==> src/rtl/traffic_pkg.sv <==
// traffic_pkg
// Shared definitions for the traffic-light main controller and its
// interval timer: interval/selector codes, widths, default durations and
// the interval-length helper.
package traffic_pkg;

    localparam int TIME_W  = 4;   // programmable duration, seconds
    localparam int COUNT_W = 5;   // countdown width, holds 2 x 15

    localparam int DEF_BASE_S = 6;
    localparam int DEF_EXT_S  = 3;
    localparam int DEF_YEL_S  = 2;

    typedef enum logic [1:0] {
        INT_BASE = 2'b00,
        INT_EXT  = 2'b01,
        INT_YEL  = 2'b10,
        INT_DBL  = 2'b11
    } interval_e;

    // 2'b11 is reserved and has no selector code.
    typedef enum logic [1:0] {
        SEL_BASE = 2'b00,
        SEL_EXT  = 2'b01,
        SEL_YEL  = 2'b10
    } selector_e;

    typedef enum logic {
        ST_IDLE = 1'b0,
        ST_RUN  = 1'b1
    } timer_state_e;

    // Length in seconds of the requested interval; double base is the
    // base value shifted left, which is why the result is one bit wider.
    function automatic logic [COUNT_W-1:0] interval_length(
        input interval_e         code,
        input logic [TIME_W-1:0] t_base,
        input logic [TIME_W-1:0] t_ext,
        input logic [TIME_W-1:0] t_yel
    );
        case (code)
            INT_BASE: return {1'b0, t_base};
            INT_EXT:  return {1'b0, t_ext};
            INT_YEL:  return {1'b0, t_yel};
            default:  return {t_base, 1'b0};
        endcase
    endfunction

endpackage

==> src/rtl/interval_timer_if.sv <==
// interval_timer_if
// Bundle between the traffic controller (master) and the interval timer
// (slave).
//   reprogram/time_selector/time_value : parameter write strobe and data
//   start_timer/interval               : countdown request
//   expired/busy/time_left/tick        : countdown status
interface interval_timer_if;
    import traffic_pkg::*;

    logic                 reprogram;
    logic [1:0]           time_selector;
    logic [TIME_W-1:0]    time_value;
    logic                 start_timer;
    logic [1:0]           interval;
    logic                 expired;
    logic                 busy;
    logic [COUNT_W-1:0]   time_left;
    logic                 tick;

    modport master (
        output reprogram, time_selector, time_value, start_timer, interval,
        input  expired, busy, time_left, tick
    );

    modport slave (
        input  reprogram, time_selector, time_value, start_timer, interval,
        output expired, busy, time_left, tick
    );

endinterface

==> src/rtl/second_tick_gen.sv <==
// second_tick_gen
// Divides the system clock into a one-cycle "second" strobe.
//   clk, reset : clock, synchronous active-high reset
//   clear      : synchronous restart of the divider at 0
//   enable     : divider advances only while high
//   tick       : high while enabled and the divider sits at TICK_DIV-1
module second_tick_gen #(
    parameter int TICK_DIV = 10
) (
    input  logic clk,
    input  logic reset,
    input  logic clear,
    input  logic enable,
    output logic tick
);

    localparam int DIV_W = $clog2(TICK_DIV);
    localparam logic [DIV_W-1:0] LAST = DIV_W'(TICK_DIV - 1);

    logic [DIV_W-1:0] count_q;

    always_ff @(posedge clk) begin
        if (reset || clear) begin
            count_q <= '0;
        end else if (enable) begin
            count_q <= (count_q == LAST) ? '0 : count_q + DIV_W'(1);
        end
    end

    assign tick = enable && (count_q == LAST);

endmodule

==> src/rtl/interval_timer.sv <==
// interval_timer
// Timing back-end of the traffic-light controller: holds the base,
// extended and yellow durations and counts down the interval requested
// by the controller, one second per divided tick.
//   clk, reset : clock, synchronous active-high reset
//   bus        : slave side of interval_timer_if
//
// state   | meaning
// --------+-------------------------------------------------------
// ST_IDLE | no countdown; divider held at 0, time_left = 0
// ST_RUN  | counting; time_left drops by 1 on every tick
module interval_timer
    import traffic_pkg::*;
#(
    parameter int TICK_DIV = 10,
    parameter int DEF_BASE = DEF_BASE_S,
    parameter int DEF_EXT  = DEF_EXT_S,
    parameter int DEF_YEL  = DEF_YEL_S
) (
    input  logic              clk,
    input  logic              reset,
    interval_timer_if.slave   bus
);

    logic [TIME_W-1:0]  t_base_q, t_ext_q, t_yel_q;
    timer_state_e       state_q, state_d;
    logic [COUNT_W-1:0] time_left_q, time_left_d;
    logic               expired_q, expired_d;
    logic               run;
    logic               tick_w;

    assign run = (state_q == ST_RUN);

    // Parameter writes never touch a running countdown: the length is
    // copied into time_left at start, so only later starts see new values.
    always_ff @(posedge clk) begin
        if (reset) begin
            t_base_q <= TIME_W'(DEF_BASE);
            t_ext_q  <= TIME_W'(DEF_EXT);
            t_yel_q  <= TIME_W'(DEF_YEL);
        end else if (bus.reprogram && (bus.time_value != '0)) begin
            case (bus.time_selector)
                SEL_BASE: t_base_q <= bus.time_value;
                SEL_EXT:  t_ext_q  <= bus.time_value;
                SEL_YEL:  t_yel_q  <= bus.time_value;
                default:  ;
            endcase
        end
    end

    second_tick_gen #(
        .TICK_DIV (TICK_DIV)
    ) u_tick (
        .clk    (clk),
        .reset  (reset),
        .clear  (bus.start_timer || !run),
        .enable (run),
        .tick   (tick_w)
    );

    // A start strobe takes priority over the tick, so a restart on the
    // final tick edge swallows the expired pulse of the aborted interval.
    always_comb begin
        state_d     = state_q;
        time_left_d = time_left_q;
        expired_d   = 1'b0;
        if (bus.start_timer) begin
            state_d     = ST_RUN;
            time_left_d = interval_length(interval_e'(bus.interval),
                                          t_base_q, t_ext_q, t_yel_q);
        end else if (run && tick_w) begin
            time_left_d = time_left_q - COUNT_W'(1);
            if (time_left_q == COUNT_W'(1)) begin
                state_d   = ST_IDLE;
                expired_d = 1'b1;
            end
        end
    end

    always_ff @(posedge clk) begin
        if (reset) begin
            state_q     <= ST_IDLE;
            time_left_q <= '0;
            expired_q   <= 1'b0;
        end else begin
            state_q     <= state_d;
            time_left_q <= time_left_d;
            expired_q   <= expired_d;
        end
    end

    assign bus.expired   = expired_q;
    assign bus.busy      = run;
    assign bus.time_left = time_left_q;
    assign bus.tick      = tick_w;

endmodule
==> src/flat_wrapper.sv <==
// flat-port wrapper written by rule: the top's interface ports become plain ports
module interval_timer_flat import traffic_pkg::*;
#(
    parameter int TICK_DIV = 10,
    parameter int DEF_BASE = DEF_BASE_S,
    parameter int DEF_EXT  = DEF_EXT_S,
    parameter int DEF_YEL  = DEF_YEL_S
)
  (clk, reset, bus_reprogram, bus_time_selector, bus_time_value, bus_start_timer, bus_interval, bus_expired, bus_busy, bus_time_left, bus_tick);
  interval_timer_if bus_i ();
  input  logic clk;
  input  logic reset;
  input wire logic [$bits(bus_i.reprogram)-1:0] bus_reprogram;
  input wire logic [$bits(bus_i.time_selector)-1:0] bus_time_selector;
  input wire logic [$bits(bus_i.time_value)-1:0] bus_time_value;
  input wire logic [$bits(bus_i.start_timer)-1:0] bus_start_timer;
  input wire logic [$bits(bus_i.interval)-1:0] bus_interval;
  output wire logic [$bits(bus_i.expired)-1:0] bus_expired;
  output wire logic [$bits(bus_i.busy)-1:0] bus_busy;
  output wire logic [$bits(bus_i.time_left)-1:0] bus_time_left;
  output wire logic [$bits(bus_i.tick)-1:0] bus_tick;
  assign bus_i.reprogram = bus_reprogram;
  assign bus_i.time_selector = bus_time_selector;
  assign bus_i.time_value = bus_time_value;
  assign bus_i.start_timer = bus_start_timer;
  assign bus_i.interval = bus_interval;
  assign bus_expired = bus_i.expired;
  assign bus_busy = bus_i.busy;
  assign bus_time_left = bus_i.time_left;
  assign bus_tick = bus_i.tick;
  interval_timer #(.TICK_DIV(TICK_DIV), .DEF_BASE(DEF_BASE), .DEF_EXT(DEF_EXT), .DEF_YEL(DEF_YEL)) u_core (.clk(clk), .reset(reset), .bus(bus_i));
endmodule
==> config.mk <==
export PLATFORM = sky130hd
export DESIGN_NAME = interval_timer_flat
export DESIGN_NICKNAME = d
export VERILOG_FILES = /design/src/rtl/traffic_pkg.sv /design/src/rtl/interval_timer_if.sv /design/src/rtl/second_tick_gen.sv /design/src/rtl/interval_timer.sv /design/src/flat_wrapper.sv
export SDC_FILE = /design/constraint.sdc
export NUM_CORES = 1
export LEC_CHECK = 0
export CAP_MARGIN = 20
export CORE_UTILIZATION = 45
export DETAILED_ROUTE_END_ITERATION = 12
export GPL_TIMING_DRIVEN = 0
export PLACE_DENSITY = 0.7
export SLEW_MARGIN = 20
export SYNTH_ARGS = -nofsm -noshare
export SYNTH_HDL_FRONTEND = slang
export SYNTH_SLANG_ARGS = --single-unit
==> constraint.sdc <==
create_clock -name clk -period 2.9 [get_ports clk]
set_input_delay 0.29 -clock clk [delete_from_list [all_inputs] [get_ports clk]]
set_output_delay 0.29 -clock clk [all_outputs]
set_load 0.005 [all_outputs]
==> results of run 1 <==
-- how the worst max path moves through the flow --
| stage | from | to | slack (ps) | cells past startpoint |
|---|---|---|---|---|
| 2_1_floorplan | bus_time_value[0] | u_core.t_yel_q[1] | 1610 | 4 |
| 3_3_place_gp | bus_time_value[3] | u_core.t_ext_q[0] | 1000 | 5 |
| 3_5_place_dp | bus_time_value[3] | u_core.t_ext_q[1] | 970 | 5 |
| 4_1_cts | u_core.u_tick.count_q[1] | bus_tick | 870 | 4 |
| 5_1_grt | u_core.u_tick.count_q[0] | bus_tick | 800 | 4 |
| 6_report | u_core.u_tick.count_q[2] | bus_tick | 880 | 4 |
-- worst max-delay path, cell delays in order (launching register included) --
cell	delay [ps]
dfxtp_1	360
and4bb_2	380
nand2_2	100
inv_2	90
clkdlybuf4s50_1	490
-- power groups by stage --
| stage | clock, mW | combinational (mW) | sequential [mW] |
|---|---|---|---|
| after floorplan | 0 | 0.0532 | 0.346 |
| after global placement | 0 | 0.0915 | 0.347 |
| after detailed placement | 0 | 0.0941 | 0.348 |
| after CTS | 0.151 | 0.0946 | 0.341 |
| after global routing | 0.164 | 0.103 | 0.343 |
| final | 0.145 | 0.0940 | 0.341 |
-- flip-flops by register name, indices dropped and copies added, names as in the netlist --
| register | count |
|---|---|
| u_core.t_yel_q | 4 |
| u_core.bus.expired | 1 |
| u_core.u_tick.count_q | 4 |
| u_core.bus.time_left | 5 |
| u_core.bus.busy | 1 |
| u_core.t_base_q | 4 |
| u_core.t_ext_q | 4 |
-- logic make-up (layout without fill, tap and decap cells) --
| kind of cell | Yosys count | in the layout | share of synthesized area, % |
|---|---|---|---|
| flip-flops | 23 | 23 | 41.2 |
| adder cells (fa/ha/maj) | 2 | 2 | 2.24 |
| buffers and inverters | 11 | 32 | 4.48 |
| AND/OR/NAND/NOR | 40 | 40 | 21.8 |
| multiplexers | 12 | 12 | 14.1 |
| XOR/XNOR | 4 | 4 | 3.14 |
| AO/OA/AOI/OAI | 19 | 19 | 13.0 |
-- stage by stage --
step                area (um^2)  util, %  worst slack (ps)  std cells
detailed placement         1320     58.1               973        156
CTS                        1350     59.3               868        160
global route               1350     59.3               802        160
finish                     1350     59.3               882        160
global placement           1320     58.1               996        156
floorplan                  1120        -              1610        111
-- layer usage --
| layer | global-route usage (%) | up-vias |
|---|---|---|
| li1 | - | 439 |
| met1 | 23.8 | 415 |
| met2 | 32.3 | 18 |
| met3 | 5.26 | 3 |
| met4 | 4.05 | 0 |
| met5 | 0 | - |
-- final cells by class --
class	instances	area, um^2
Inverter	7	26.3
Tap cell	28	35.0
Timing Repair Buffer	17	170
Clock buffer	4	26.3
Sequential cell	23	460
Buffer	4	23.8
Fill cell	212	927
Multi-Input combinational cell	77	607
-- cells in the final DEF, fill, tap and decap left out, drive strengths merged --
master,n
buf,2
nor2b,5
nand2b,1
nor4,1
ha,2
clkbuf,6
xnor2,2
and4bb,1
nor4bb,1
a221oi,1
o31ai,1
and3,1
mux4,3
a211o,5
nor2,16
nor3,2
nand4,2
a21oi,3
clkdlybuf4s50,17
a22oi,1
dfxtp,23
a22o,1
mux2i,9
nand2,7
nor4b,1
xor2,2
nand3,2
o221a,1
o211ai,2
o21ai,1
inv,7
a211oi,3
==> flow_metrics.tcl, run 1 <==
set metrics [dict create \
    syn-cell-area_um2 1120 \
    final_hold_viol_count 0 \
    grt_max_degree 13 \
    leakage_nw 0.478 \
    fp.dieArea_um2 2690 \
    yosys-top-cells-count "dfxtp_1 (23), nor2_1 (16), mux2i_1 (9), inv_1 (6), nand2_1 (6)" \
    rows 17 \
    swShare_pct 24.9 \
    power_frac_comb_pct 16.2 \
    cts_tree "done" \
    p_clk_share_pct 25.0 \
    post-route-period-util_pct 69.6 \
    finalWirelength_um 2110 \
    first_pass_iters 4 \
    die_height_um 51.8 \
    via_count 875 \
    synth.distinct_cells 35 \
    drt_iter0_markers 15 \
    cap_violations 0 \
    via_per_inst 5.47 \
    holdPathStages 3 \
    post_drt_wl_per_cell_um 13.2 \
    antenna_found_initial 0 \
    tightestPinTransition_ps 508 \
    place_congestion 0.754 \
    root_buffer "clkbuf_4" \
    intPower_uw 435 \
    grt_pass1_wl_um 3790 \
    areaGrowthSynthToFinish_pct 20.7 \
    clk_latency_ps 310 \
    grt_overflow 0 \
    r2r_start "u_core.u_tick.count_q[2]" \
    finalNetCount 147 \
    syn_avg_cell_area_um2 10.1 \
    crit_required_ps 2610 \
    grt_pass1_vias 839 \
    postSynthCellCount 111 \
    p_seq_share_pct 58.8 \
    worstPathArrival_ps 1730 \
    drc 0 \
    rr_worst_depth 4 \
    holdPathEnd "u_core.bus.time_left[4]" \
    core_area_um2 2280 \
    wl_met2_um 1040 \
    hold_buffers 0 \
    clockBufferDepth 2 \
    status "completed" \
    rsz0062_at_grt "false" \
    setup_viol 0 \
    cts_sinks 23 \
    netlist_top_cells_area "dfxtp_1 (41%), mux2i_1 (8.1%), mux4_2 (6.0%)" \
    slew_viol_final 0 \
    synth_nets 125 \
    fin_hold_ws_ps 385 \
    synth_edf_count 0 \
    critical_path_peak_fanout 5 \
    synth_most_common_cell "dfxtp_1" \
    async_flop_share_pct 0 \
    antenna_left 0 \
    min_period_ps 2020 \
    htree_levels 1 \
    clk_pin_slew_worst_paths_ps 120 \
    rr_endpoint "u_core.bus.time_left[4]" \
    die_w_um 51.8 \
    initial_utilization_pct 49.1 \
    r2r_slack_ps 1510 \
    power_density_nw_per_um2 430 \
    portBuffers 17 \
    peakVddDrop_uv 288 \
    drive_gt1_share_pct 12.1 \
    post_cts_buffers 0 \
    hp-class "in -> reg" \
    ys_seq_elements 23 \
    p_switching_uw 144 \
    wl_met1_um 962 \
    yosysSeqAreaShare_pct 41.2 \
    io-pin-count 20 \
    cts_made_buffers 3 \
    p_total_uw 579 \
    grtUsageTotal_pct 19.0 \
    cts-resized-gates 0 \
    antennaDiodeCount 0 \
    endpoint_kind "primary output" \
    criticalPathCategory "reg -> out" \
    hp-start "bus_interval[0]" \
    cp-start-kind "register" \
    wl_met3_um 85 \
    yosysWarnings 0 \
    tns_ps 0 \
    relSlewSlack_pct 65.9 \
    max_freq_ghz 0.495 \
    synth_top_area_cell "dfxtp_1" \
    highest-signal-layer "met4" \
    skew_ps 1.95 \
    synth-main-ff-cell "dfxtp_1" \
    synth.top_cell.area_share_pct 41.2 \
    hpwlAfterDp_um 1650 \
]
No activity file was read; power rests on OpenSTA's default activity.
==> inputs of run 2 (changes only) <==
Clock period 2.9 ns to 2.1 ns, I/O delays scaled along.
==> results of run 2 <==
The final DEF is identical to that of run 1. Status: completed.
Among the figures that moved: setup slack after placement 973 ps -> 253 ps; setup slack after layout 882 ps -> 162 ps; hold slack 385 ps -> 305 ps; register-to-register setup slack 1510 ps -> 710 ps; total power 0.579 mW -> 0.800 mW; worst IR drop on VDD 288 uV -> 397 uV
